## src/rtl/ex_pkg.sv

```systemverilog
// Shared definitions for the execute stage:
// ALU opcodes, mul/div FSM states and the EX/MEM bundle.
package ex_pkg;

  localparam int MULDIV_CYCLES_DEF = 32;

  localparam logic [5:0] OP_ADD   = 6'd0;
  localparam logic [5:0] OP_SUB   = 6'd1;
  localparam logic [5:0] OP_AND   = 6'd2;
  localparam logic [5:0] OP_OR    = 6'd3;
  localparam logic [5:0] OP_XOR   = 6'd4;
  localparam logic [5:0] OP_NOR   = 6'd5;
  localparam logic [5:0] OP_SLT   = 6'd6;
  localparam logic [5:0] OP_SLTU  = 6'd7;
  localparam logic [5:0] OP_SLL   = 6'd8;
  localparam logic [5:0] OP_SRL   = 6'd9;
  localparam logic [5:0] OP_SRA   = 6'd10;
  localparam logic [5:0] OP_LUI   = 6'd11;
  localparam logic [5:0] OP_MULT  = 6'd16;
  localparam logic [5:0] OP_MULTU = 6'd17;
  localparam logic [5:0] OP_DIV   = 6'd18;
  localparam logic [5:0] OP_DIVU  = 6'd19;
  localparam logic [5:0] OP_MFHI  = 6'd20;
  localparam logic [5:0] OP_MFLO  = 6'd21;

  typedef enum logic [1:0] {
    IDLE,
    BUSY,
    DONE
  } md_state_t;

  typedef struct packed {
    logic        jump;
    logic        mem_read;
    logic        mem_write;
    logic        reg_write;
    logic        mem_to_reg;
    logic        br_taken;
    logic [31:0] br_target;
    logic [31:0] alu_result;
    logic [31:0] writedata;
    logic [4:0]  writereg;
  } ex_mem_t;

  function automatic logic is_muldiv(logic [5:0] op);
    return (op == OP_MULT) || (op == OP_MULTU) ||
           (op == OP_DIV)  || (op == OP_DIVU);
  endfunction

endpackage

```

## src/rtl/muldiv_unit.sv

```systemverilog
// Iterative shift-add multiplier / restoring divider
// working on magnitudes, with sign fixup into HI/LO.
module muldiv_unit
  import ex_pkg::*;
#(
  parameter int CYCLES = MULDIV_CYCLES_DEF
) (
  input  logic        clk,
  input  logic        rst,
  input  logic        start,
  input  logic [5:0]  op,
  input  logic [31:0] a,
  input  logic [31:0] b,
  output logic        busy,
  output logic        done,
  output logic [31:0] hi,
  output logic [31:0] lo
);

  localparam int CW =
    ($clog2(CYCLES) > 6) ? $clog2(CYCLES) : 6;
  localparam logic [CW-1:0] LAST  = CW'(CYCLES - 1);
  localparam logic [CW-1:0] STEPS = CW'(32);

  md_state_t     state, state_nx;
  logic [CW-1:0] cnt;
  logic          is_mul, neg, rneg, dz;
  logic [31:0]   mag, dvd;
  logic [63:0]   acc, acc_step, acc_nx;
  logic          sgn, op_mul, sa, sb;
  logic [31:0]   ma, mb;
  logic [32:0]   sum, rsh, diff;
  logic [63:0]   prod;
  logic [31:0]   quo, rem, hi_nx, lo_nx;

  // Operand magnitudes and signs captured at start
  always_comb begin
    op_mul = (op == OP_MULT) || (op == OP_MULTU);
    sgn    = (op == OP_MULT) || (op == OP_DIV);
    sa     = sgn & a[31];
    sb     = sgn & b[31];
    ma     = sa ? -a : a;
    mb     = sb ? -b : b;
  end

  // One multiply or divide iteration on the accumulator
  always_comb begin
    sum  = {1'b0, acc[63:32]} +
           {1'b0, (acc[0] ? mag : 32'h0)};
    rsh  = {acc[63:32], acc[31]};
    diff = rsh - {1'b0, mag};
    if (is_mul)
      acc_step = {sum, acc[31:1]};
    else if (diff[32])
      acc_step = {rsh[31:0], acc[30:0], 1'b0};
    else
      acc_step = {diff[31:0], acc[30:0], 1'b1};
    acc_nx = (cnt < STEPS) ? acc_step : acc;
  end

  // Sign fixup and divide-by-zero result
  always_comb begin
    prod  = neg ? -acc_nx : acc_nx;
    quo   = neg ? -acc_nx[31:0] : acc_nx[31:0];
    rem   = rneg ? -acc_nx[63:32] : acc_nx[63:32];
    hi_nx = rem;
    lo_nx = quo;
    if (is_mul) begin
      hi_nx = prod[63:32];
      lo_nx = prod[31:0];
    end else if (dz) begin
      hi_nx = dvd;
      lo_nx = 32'hFFFF_FFFF;
    end
  end

  // FSM state register
  always_ff @(posedge clk or negedge rst)
    if (!rst) state <= IDLE;
    else      state <= state_nx;

  // FSM next state
  always_comb begin
    state_nx = state;
    unique case (state)
      IDLE: if (start) state_nx = BUSY;
      BUSY: if (cnt == LAST) state_nx = DONE;
      DONE: state_nx = IDLE;
      default: state_nx = IDLE;
    endcase
  end

  // FSM outputs
  always_comb begin
    busy = (state == BUSY);
    done = (state == DONE);
  end

  // Operand latch, iteration datapath and HI/LO
  always_ff @(posedge clk or negedge rst) begin
    if (!rst) begin
      cnt    <= '0;
      acc    <= '0;
      mag    <= '0;
      dvd    <= '0;
      is_mul <= 1'b0;
      neg    <= 1'b0;
      rneg   <= 1'b0;
      dz     <= 1'b0;
      hi     <= '0;
      lo     <= '0;
    end else if (state == IDLE && start) begin
      cnt    <= '0;
      is_mul <= op_mul;
      neg    <= sa ^ sb;
      rneg   <= sa;
      dz     <= (b == 32'h0);
      dvd    <= a;
      mag    <= op_mul ? ma : mb;
      acc    <= {32'h0, (op_mul ? mb : ma)};
    end else if (state == BUSY) begin
      cnt <= cnt + 1'b1;
      acc <= acc_nx;
      if (cnt == LAST) begin
        hi <= hi_nx;
        lo <= lo_nx;
      end
    end
  end

endmodule

```

## src/rtl/ex_stage.sv

```systemverilog
// Execute stage: ALU, BEQ resolution, mul/div
// interlock and the EX/MEM pipeline register.
module ex_stage
  import ex_pkg::*;
#(
  parameter int MULDIV_CYCLES = MULDIV_CYCLES_DEF
) (
  input  logic        clk,
  input  logic        rst,
  input  logic        branch,
  input  logic        jump,
  input  logic        AluSrc,
  input  logic        MemRead,
  input  logic        MemWrite,
  input  logic        RegWrite,
  input  logic        RegDst,
  input  logic        MemtoReg,
  input  logic [5:0]  AluOp,
  input  logic [31:0] npc,
  input  logic [31:0] readdata1,
  input  logic [31:0] readdata2,
  input  logic [31:0] sigext,
  input  logic [4:0]  instruction_2015,
  input  logic [4:0]  instruction_1511,
  output logic        stall,
  output logic        branch_taken_out,
  output logic [31:0] branch_target_out,
  output logic        jump_out,
  output logic        MemRead_out,
  output logic        MemWrite_out,
  output logic        RegWrite_out,
  output logic        MemtoReg_out,
  output logic [31:0] alu_result_out,
  output logic [31:0] writedata_out,
  output logic [4:0]  writereg_out,
  output logic [31:0] hi_out,
  output logic [31:0] lo_out
);

  logic [31:0] opa, opb, alu_res;
  logic [4:0]  shamt;
  logic        md_op, md_busy, md_done, md_start;
  ex_mem_t     nxt, ex_mem;

  assign opa   = readdata1;
  assign opb   = AluSrc ? sigext : readdata2;
  assign shamt = sigext[10:6];
  assign md_op = is_muldiv(AluOp);

  // Start only from idle; DONE lets the held op retire
  assign md_start = md_op & ~md_busy & ~md_done;
  assign stall    = rst & (md_start | md_busy);

  muldiv_unit #(
    .CYCLES(MULDIV_CYCLES)
  ) u_muldiv (
    .clk  (clk),
    .rst  (rst),
    .start(md_start),
    .op   (AluOp),
    .a    (opa),
    .b    (opb),
    .busy (md_busy),
    .done (md_done),
    .hi   (hi_out),
    .lo   (lo_out)
  );

  // Single-cycle ALU; unknown codes fall back to ADD
  always_comb begin
    alu_res = opa + opb;
    unique case (AluOp)
      OP_SUB:  alu_res = opa - opb;
      OP_AND:  alu_res = opa & opb;
      OP_OR:   alu_res = opa | opb;
      OP_XOR:  alu_res = opa ^ opb;
      OP_NOR:  alu_res = ~(opa | opb);
      OP_SLT:  alu_res = {31'h0,
                 ($signed(opa) < $signed(opb))};
      OP_SLTU: alu_res = {31'h0, (opa < opb)};
      OP_SLL:  alu_res = opb << shamt;
      OP_SRL:  alu_res = opb >> shamt;
      OP_SRA:  alu_res =
                 $unsigned($signed(opb) >>> shamt);
      OP_LUI:  alu_res = {opb[15:0], 16'h0};
      OP_MFHI: alu_res = hi_out;
      OP_MFLO: alu_res = lo_out;
      OP_MULT, OP_MULTU,
      OP_DIV, OP_DIVU: alu_res = '0;
      default: alu_res = opa + opb;
    endcase
  end

  // Next EX/MEM contents; a bubble while stalled
  always_comb begin
    nxt = '0;
    if (!stall) begin
      nxt.jump       = jump;
      nxt.mem_read   = MemRead;
      nxt.mem_write  = MemWrite;
      nxt.reg_write  = RegWrite & ~md_op;
      nxt.mem_to_reg = MemtoReg;
      nxt.br_taken   = branch &
                       (readdata1 == readdata2);
      nxt.br_target  = npc + {sigext[29:0], 2'b00};
      nxt.alu_result = alu_res;
      nxt.writedata  = readdata2;
      nxt.writereg   = RegDst ? instruction_1511
                              : instruction_2015;
    end
  end

  // EX/MEM pipeline register
  always_ff @(posedge clk or negedge rst)
    if (!rst) ex_mem <= '0;
    else      ex_mem <= nxt;

  assign branch_taken_out  = ex_mem.br_taken;
  assign branch_target_out = ex_mem.br_target;
  assign jump_out          = ex_mem.jump;
  assign MemRead_out       = ex_mem.mem_read;
  assign MemWrite_out      = ex_mem.mem_write;
  assign RegWrite_out      = ex_mem.reg_write;
  assign MemtoReg_out      = ex_mem.mem_to_reg;
  assign alu_result_out    = ex_mem.alu_result;
  assign writedata_out     = ex_mem.writedata;
  assign writereg_out      = ex_mem.writereg;

endmodule

```

## config.mk

```make
export PLATFORM = sky130hd
export DESIGN_NAME = ex_stage
export DESIGN_NICKNAME = d
export VERILOG_FILES = /design/src/rtl/ex_pkg.sv /design/src/rtl/muldiv_unit.sv /design/src/rtl/ex_stage.sv
export SDC_FILE = /design/constraint.sdc
export NUM_CORES = 2
export LEC_CHECK = 0
export BUFFER_PORTS_ARGS = -buffer_cell sky130_fd_sc_hd__buf_2
export CAP_MARGIN = 20
export CORE_MARGIN = 2
export CORE_UTILIZATION = 25
export DETAILED_ROUTE_END_ITERATION = 8
export GPL_ROUTABILITY_DRIVEN = 0
export PLACE_DENSITY_LB_ADDON = 0.05
export RECOVER_POWER = 25
export SKIP_CTS_REPAIR_TIMING = 1
export SLEW_MARGIN = 20
export SYNTH_ARGS = -nofsm -noshare
export SYNTH_HDL_FRONTEND = slang
export SYNTH_SLANG_ARGS = --single-unit
```

## constraint.sdc

```tcl
create_clock -name clk -period 14.3 [get_ports clk]
set_input_delay 0.715 -clock clk [delete_from_list [all_inputs] [get_ports clk]]
set_output_delay 0.715 -clock clk [all_outputs]
set_load 0.02 [all_outputs]
```

### Yosys cells after proc, flatten, opt, wreduce, memory -nomap -nowiden

Cells that the tools add are included.

* register bits: 311
* memory bits (read-only): 0
* latch bits: 0
* RAM bits: 0
* memories: 0

* multiplexer cells: 26
* magnitude comparators: 3
* multiply operators: 0
* equal/unequal tests: 23
* divide/modulo/power cells: 0
* $add $sub $neg: 11
* bitwise operators: 17
* reductions and logical operators: 11
* shift-type cells: 3

Operators with widths (number)
* $pmux 32 s14: 1
* $mux 32: 12
* $mux 64: 6
* $neg 32->32: 4
* $mux 107: 1
* $add 32x32->32: 2
* $lt 32x32->1: 2
* $neg 64->64: 1
* $eq 6x5->1 const B: 7
* $add 32x32->33: 1
* $sub 33x32->33: 1
* $and 32x32->32: 1
* $eq 32x32->1: 1
* $logic_not 32->1: 1
* $not 32->32: 1
* $or 32x32->32: 1
* $shl 32x5->32: 1
* $shr 32x5->32: 1
* $sshr 32x5->32: 1
* $sub 32x32->32: 1
* $xor 32x32->32: 1
* $eq 6x3->1 const B: 4
* $eq 6x4->1 const B: 4
* $eq 6x2->1 const B: 2
* 22 further kinds: 36

### Depth between registers and ports, before layout

* depth after elaboration: 9
* depth in mapped cells: 26
* gate-level depth less buffers: 26

### Cells and area by module

From an unflattened synthesis, not the netlist that was laid out.

* cells, all modules: 4242
* area total of the unflattened synthesis: 33290.7 um^2

Modules (own cells, without submodules)
* muldiv_unit: times used 1, seq. area each 5104.9 um^2, cells each 2337, area an instance 18301.3 um^2
* ex_stage: times used 1, seq. area each 2677.6 um^2, cells each 1905, area an instance 14989.4 um^2

### Least setup slack after synthesis

Ideal clock, no wire load.

* path type: input to register
* from: input port AluSrc
* to: register ex_mem, in the netlist alu_result_out[30]
* path buffers: 3
* slack: 8360 ps
* stages: 21
* required time: 14196 ps
* data arrival time: 5836 ps
* cells stage by stage: clkbuf_1 clkbuf_1 buf_1 mux2i_1 inv_1 ha_1 fa_1 a21o_1 a21oi_1 o21bai_1 a21oi_1 o21ai_0 a31oi_1 o311ai_0 a31o_2 a21oi_1 o21ai_0 a31o_2 a21oi_1 xor2_1 a221oi_1

RTL lines
* start, declared: line ex_stage.sv:12 `input logic AluSrc,`
* end signal, assigned: line ex_stage.sv:116 `else ex_mem <= nxt;`
* end, declared: line ex_stage.sv:43 `ex_mem_t nxt, ex_mem;`

### Final worst setup path

* from: register u_muldiv.acc[31]
* to: register u_muldiv.hi[30]

* word-level cells in the longest chain between the ends: 8
* elaborated cells on any way between the ends: 10
* classes of those cells: add/sub: 3; mux: 7

Ends and longest elaborated chain
* start, declared: line muldiv_unit.sv:29 `logic [63:0] acc, acc_step, acc_nx;`
* start signal, assigned: line muldiv_unit.sv:120 `acc <= {32'h0, (op_mul ? mb : ma)};`
* start signal, assigned: line muldiv_unit.sv:123 `acc <= acc_nx;`
* $sub 33x32->33: line muldiv_unit.sv:51 `diff = rsh - {1'b0, mag};`
* $mux 64: line muldiv_unit.sv:54 `else if (diff[32])`
* $mux 64: line muldiv_unit.sv:52 `if (is_mul)`
* $mux 64 *: line muldiv_unit.sv:58 `acc_nx = (cnt < STEPS) ? acc_step : acc;`
* $neg 32->32: line muldiv_unit.sv:65 `rem = rneg ? -acc_nx[63:32] : acc_nx[63:32];`
* $mux 32: line muldiv_unit.sv:65
* $mux 32: line muldiv_unit.sv:71 `end else if (dz) begin`
* $mux 32 *: line muldiv_unit.sv:68 `if (is_mul) begin`
* end signal, assigned: line muldiv_unit.sv:125 `hi <= hi_nx;`
* end, declared: line muldiv_unit.sv:16 `output logic [31:0] hi,`

Every way passes the cells marked *; elsewhere a longest branch is shown, timed or not.
A chain may end at the register's enable or synchronous reset.

==> impl_results.md <==
* Status: finished with violations
* Failing checks: capacitance limit, slew limit
* Simple logic cell fraction of the synthesized area at 19.3%
* Largest family of logic cells by synthesized area: compound AO/OA/AOI/OAI gates
* Pins over their slew limit at 94
* Post-synthesis compound-gate area fraction at 27.7%
* Worst-Skew Late Latency at 0.65 ns
* First-pass DRT Iterations at 7
* Maximum VDD drop at 122 µV
* Io pins at 326
* LEAKAGE at 15.6 nW
* Hold path startpoint: MemWrite
* DRC at 0
* Min cycle time layout at 7.21 ns
* Die area at 0.128 mm²
* Post-Syn Instances at 4068
* Wl on met1 at 80800 µm
* CP required at 14.77 ns
* Post-layout worst setup margin at 7.09 ns
* Layout cells sized above 1 at 13.9%
* Min-delay worst type: in -> reg
* Mean Syn Cell Area at 7.67 µm²
* Top layer in use: met5
* Post-synth design cell area at 0.0312 mm²
* # placed instances at 5872
* Actual slew at the worst max-slew pin at 3.32 ns
* Reg2Reg Launch Point: u_muldiv.acc[31]$_DFFE_PN0P_
* Register area share after synthesis at 24.9%
* Die Y at 357 µm
* Final instance area at 0.0363 mm²
* Final Total Pwr at 9.04 mW
* Chip width at 357 µm
* Worst setup EP type: register
* DR vias at 33410
* Critical path startpoint category: register
* Metal2 WL at 78900 µm
* Antenna-violating nets left at 0
* FF/Latch Area at 0.00779 mm²
* WP data arrival at 7.69 ns
* Syn Nets at 4422
* Fmax at 139 MHz
* CTS tree: built
* Final Hold Vio Count at 0
* Initial core utilization at 25.2%
* Overflow after GRT at 0
* # fillers at 13539
* Initial DRC Count at 3667
* Final worst clock skew at 0.0312 ns
* Final setup fails at 0
* Initial antenna violation count at 23
* Setup TNS at 0 ns
* Footprint of the multi-input gates at 0.0219 mm²
* Main synth FF type: dfrtp_1
* H-tree depth at 2
* Core area at 0.124 mm²
* Worst hold slack at 0.297 ns
* Fin util at 29.3%
* CP max FO at 8
* Detailed Place HPWL at 141000 µm
* Fin crit share at 50.4%
* Max Cap Violations at 2
* Multiplexer share of the synthesized area at 6.16%
* RSZ-0062 raised after global routing: no
* WS Path Type: reg -> reg
* CTS Sinks at 311
* Total CTS buffers at 47
* Final non-filler cell total at 5963
* Pin count of the biggest net entering global routing at 111
* Placed cell area at 0.0348 mm²
* CTS clock-pin slew for the worst setup and hold paths at 0.06 ns
* Wirelength per Cell at 30.5 µm
* Port Buffers at 325
* Critical Path Start: u_muldiv.acc[31]$_DFFE_PN0P_
* All-Layer GR Usage at 27.6%
* Async set-reset flop share out of synthesis at 100%
* Worst slew margin at -122%
* First-pass GRT wire length at 252000 µm
* PD cells at 249 mW/mm²
* Rows at 129
* Dpl ws at 7.22 ns
* Synth unique cells at 103
* Final wirelength at 182000 µm
* XOR/XNOR Fraction of Synth Area at 8.38%
* Yosys warnings at 0
* P&R area growth vs syn at 16.4%
* Post-synthesis adder-cell area fraction at 8.14%
* Vias per cell at 5.60
* Met3 WL post-DR at 15200 µm
* Max clock buf depth at 3
* Post-synth EDFFs at 0
* Layout Nets at 4638
* Vias in the first global route at 32429
* Yosys reg bits at 311
* Root Buffer Master: clkbuf_16
## final cells by class
| type | instances | area share, % |
|---|---|---|
| inverters | 183 | 1.89 |
| diodes | 8 | 0.0551 |
| multi-input cells | 3317 | 60.2 |
| well taps | 1637 | 5.64 |
| repair buffers | 424 | 6.54 |
| clock inverters | 16 | 0.589 |
| clock buffers | 67 | 3.64 |
| flip-flops and latches | 311 | 21.5 |
## worst max-delay path, cell delays in order (launching register included)
cell and delay, ns:
dfrtp_1 0.45, inv_1 0.12, ha_1 0.18, inv_1 0.06, fa_1 0.42, a211oi_1 0.38, o21ai_2 0.20, nand3_4 0.17
a21oi_2 0.12, o21ai_4 0.37, mux2i_1 0.56, buf_4 0.27, nor2_1 0.08, inv_1 0.09, ha_1 0.20, inv_1 0.10
a211o_1 0.25, and4b_1 0.31, o2111a_1 0.24, o311ai_0 0.22, nor3_1 0.46, nand2_1 0.25, nor2_1 0.41, nand4_2 0.33
o31ai_1 0.35, xnor2_1 0.10, a222oi_1 0.23, a21oi_1 0.11
## cells by family (layout without fill, tap and decap cells)
group	after synthesis	in the layout
and+or+nand+nor	1304	1304
buffers and inverters	440	690
AOI/OAI and AO/OA	1341	1341
DFF	311	311
xor gates and xnor gates	297	297
adders and majority gates	200	200
other	0	8
muxes	175	175
## synth_stat cells (15+ instances only)
cell,count,area share (%)
a211oi_1,57,1.4
a21o_1,42,1.0
a21oi_1,290,4.6
a221oi_1,55,1.5
a222oi_1,23,0.74
a22o_1,19,0.53
a22oi_1,25,0.60
a31oi_1,47,0.94
and2_1,88,1.8
and3_1,24,0.48
buf_1,28,0.34
clkbuf_1,224,2.7
dfrtp_1,311,25
ha_1,195,7.8
inv_1,175,2.1
mux2_2,15,0.54
mux2i_1,147,4.7
nand2_1,432,5.2
nand2b_1,40,0.80
nand3_1,51,0.82
nand4_1,45,0.90
nor2_1,417,5.0
nor2b_1,26,0.52
nor3_1,70,1.1
nor4_1,21,0.42
o211ai_1,53,1.3
o21a_1,22,0.53
o21ai_0,410,6.6
o21ai_1,19,0.30
o21bai_1,24,0.58
o22a_1,34,0.95
o22ai_1,38,0.76
o31ai_1,33,0.79
or3_1,29,0.58
xnor2_1,194,5.4
xor2_1,101,2.8
## placed cells by master, fill, tap and decap left out, types with 18 or more instances in the layout
master | synthesis | layout
ha_1 | 195 | 195
o22a_1 | 34 | 34
nor2_1 | 417 | 414
xor2_1 | 101 | 101
a221oi_1 | 55 | 55
a21o_1 | 42 | 41
a21oi_1 | 290 | 288
o22ai_1 | 38 | 38
nor3_1 | 70 | 67
a211oi_1 | 57 | 57
and2_1 | 88 | 88
buf_2 | 4 | 324
nor4_1 | 21 | 18
a31oi_1 | 47 | 47
nor2b_1 | 26 | 26
a222oi_1 | 23 | 23
dfrtp_1 | 311 | 307
clkbuf_16 | 0 | 47
o21ai_1 | 19 | 19
and3_1 | 24 | 24
or3_1 | 29 | 29
a22o_1 | 19 | 19
nand2_1 | 432 | 431
a22oi_1 | 25 | 25
o21bai_1 | 24 | 24
nand2b_1 | 40 | 40
nand4_1 | 45 | 45
o211ai_1 | 53 | 53
o31ai_1 | 33 | 33
xnor2_1 | 194 | 194
o21ai_0 | 410 | 409
inv_1 | 175 | 174
nand3_1 | 51 | 50
buf_4 | 0 | 97
o21a_1 | 22 | 22
mux2i_1 | 147 | 145
## power breakdown
| part | total, mW | internal [mW] | leakage, nW | switching (mW) |
|---|---|---|---|---|
| logic | 6.04 | 2.18 | 11.0 | 3.86 |
| clock network | 1.22 | 0.714 | 0.744 | 0.504 |
| registers | 1.78 | 1.23 | 3.86 | 0.546 |
## per-layer routing
layer  track usage, %  up-vias
li1                 -    15163
met1             37.9    16522
met2             42.5     1465
met3             5.84      250
met4             9.85       10
met5                0        -
## state kept, by name, summed over array words and instances, names as in the netlist, 2 cells and up
signal	cells
u_muldiv.state	2
alu_result_out	32
branch_target_out	32
u_muldiv.lo	32
writereg_out	5
u_muldiv.cnt	6
u_muldiv.hi	32
writedata_out	32
u_muldiv.dvd	32
u_muldiv.acc	64
u_muldiv.mag	32
## final timing paths
check | to | slack, ns | cells past startpoint
max | u_muldiv.hi[30]$_DFFE_PN0P_ | 7.09 | 27
min | MemWrite_out$_DFF_PN0_ | 0.30 | 2
max in group asynchronous | u_muldiv.neg$_DFFE_PN0P_ | 8.60 | 2
min in group asynchronous | writedata_out[25]$_DFF_PN0_ | 1.13 | 1
min reg2reg | u_muldiv.dvd[28]$_DFFE_PN0P_ | 0.48 | 2
max reg2reg | u_muldiv.hi[30]$_DFFE_PN0P_ | 7.09 | 27
Note: power is estimated with default switching activity, not from simulation.
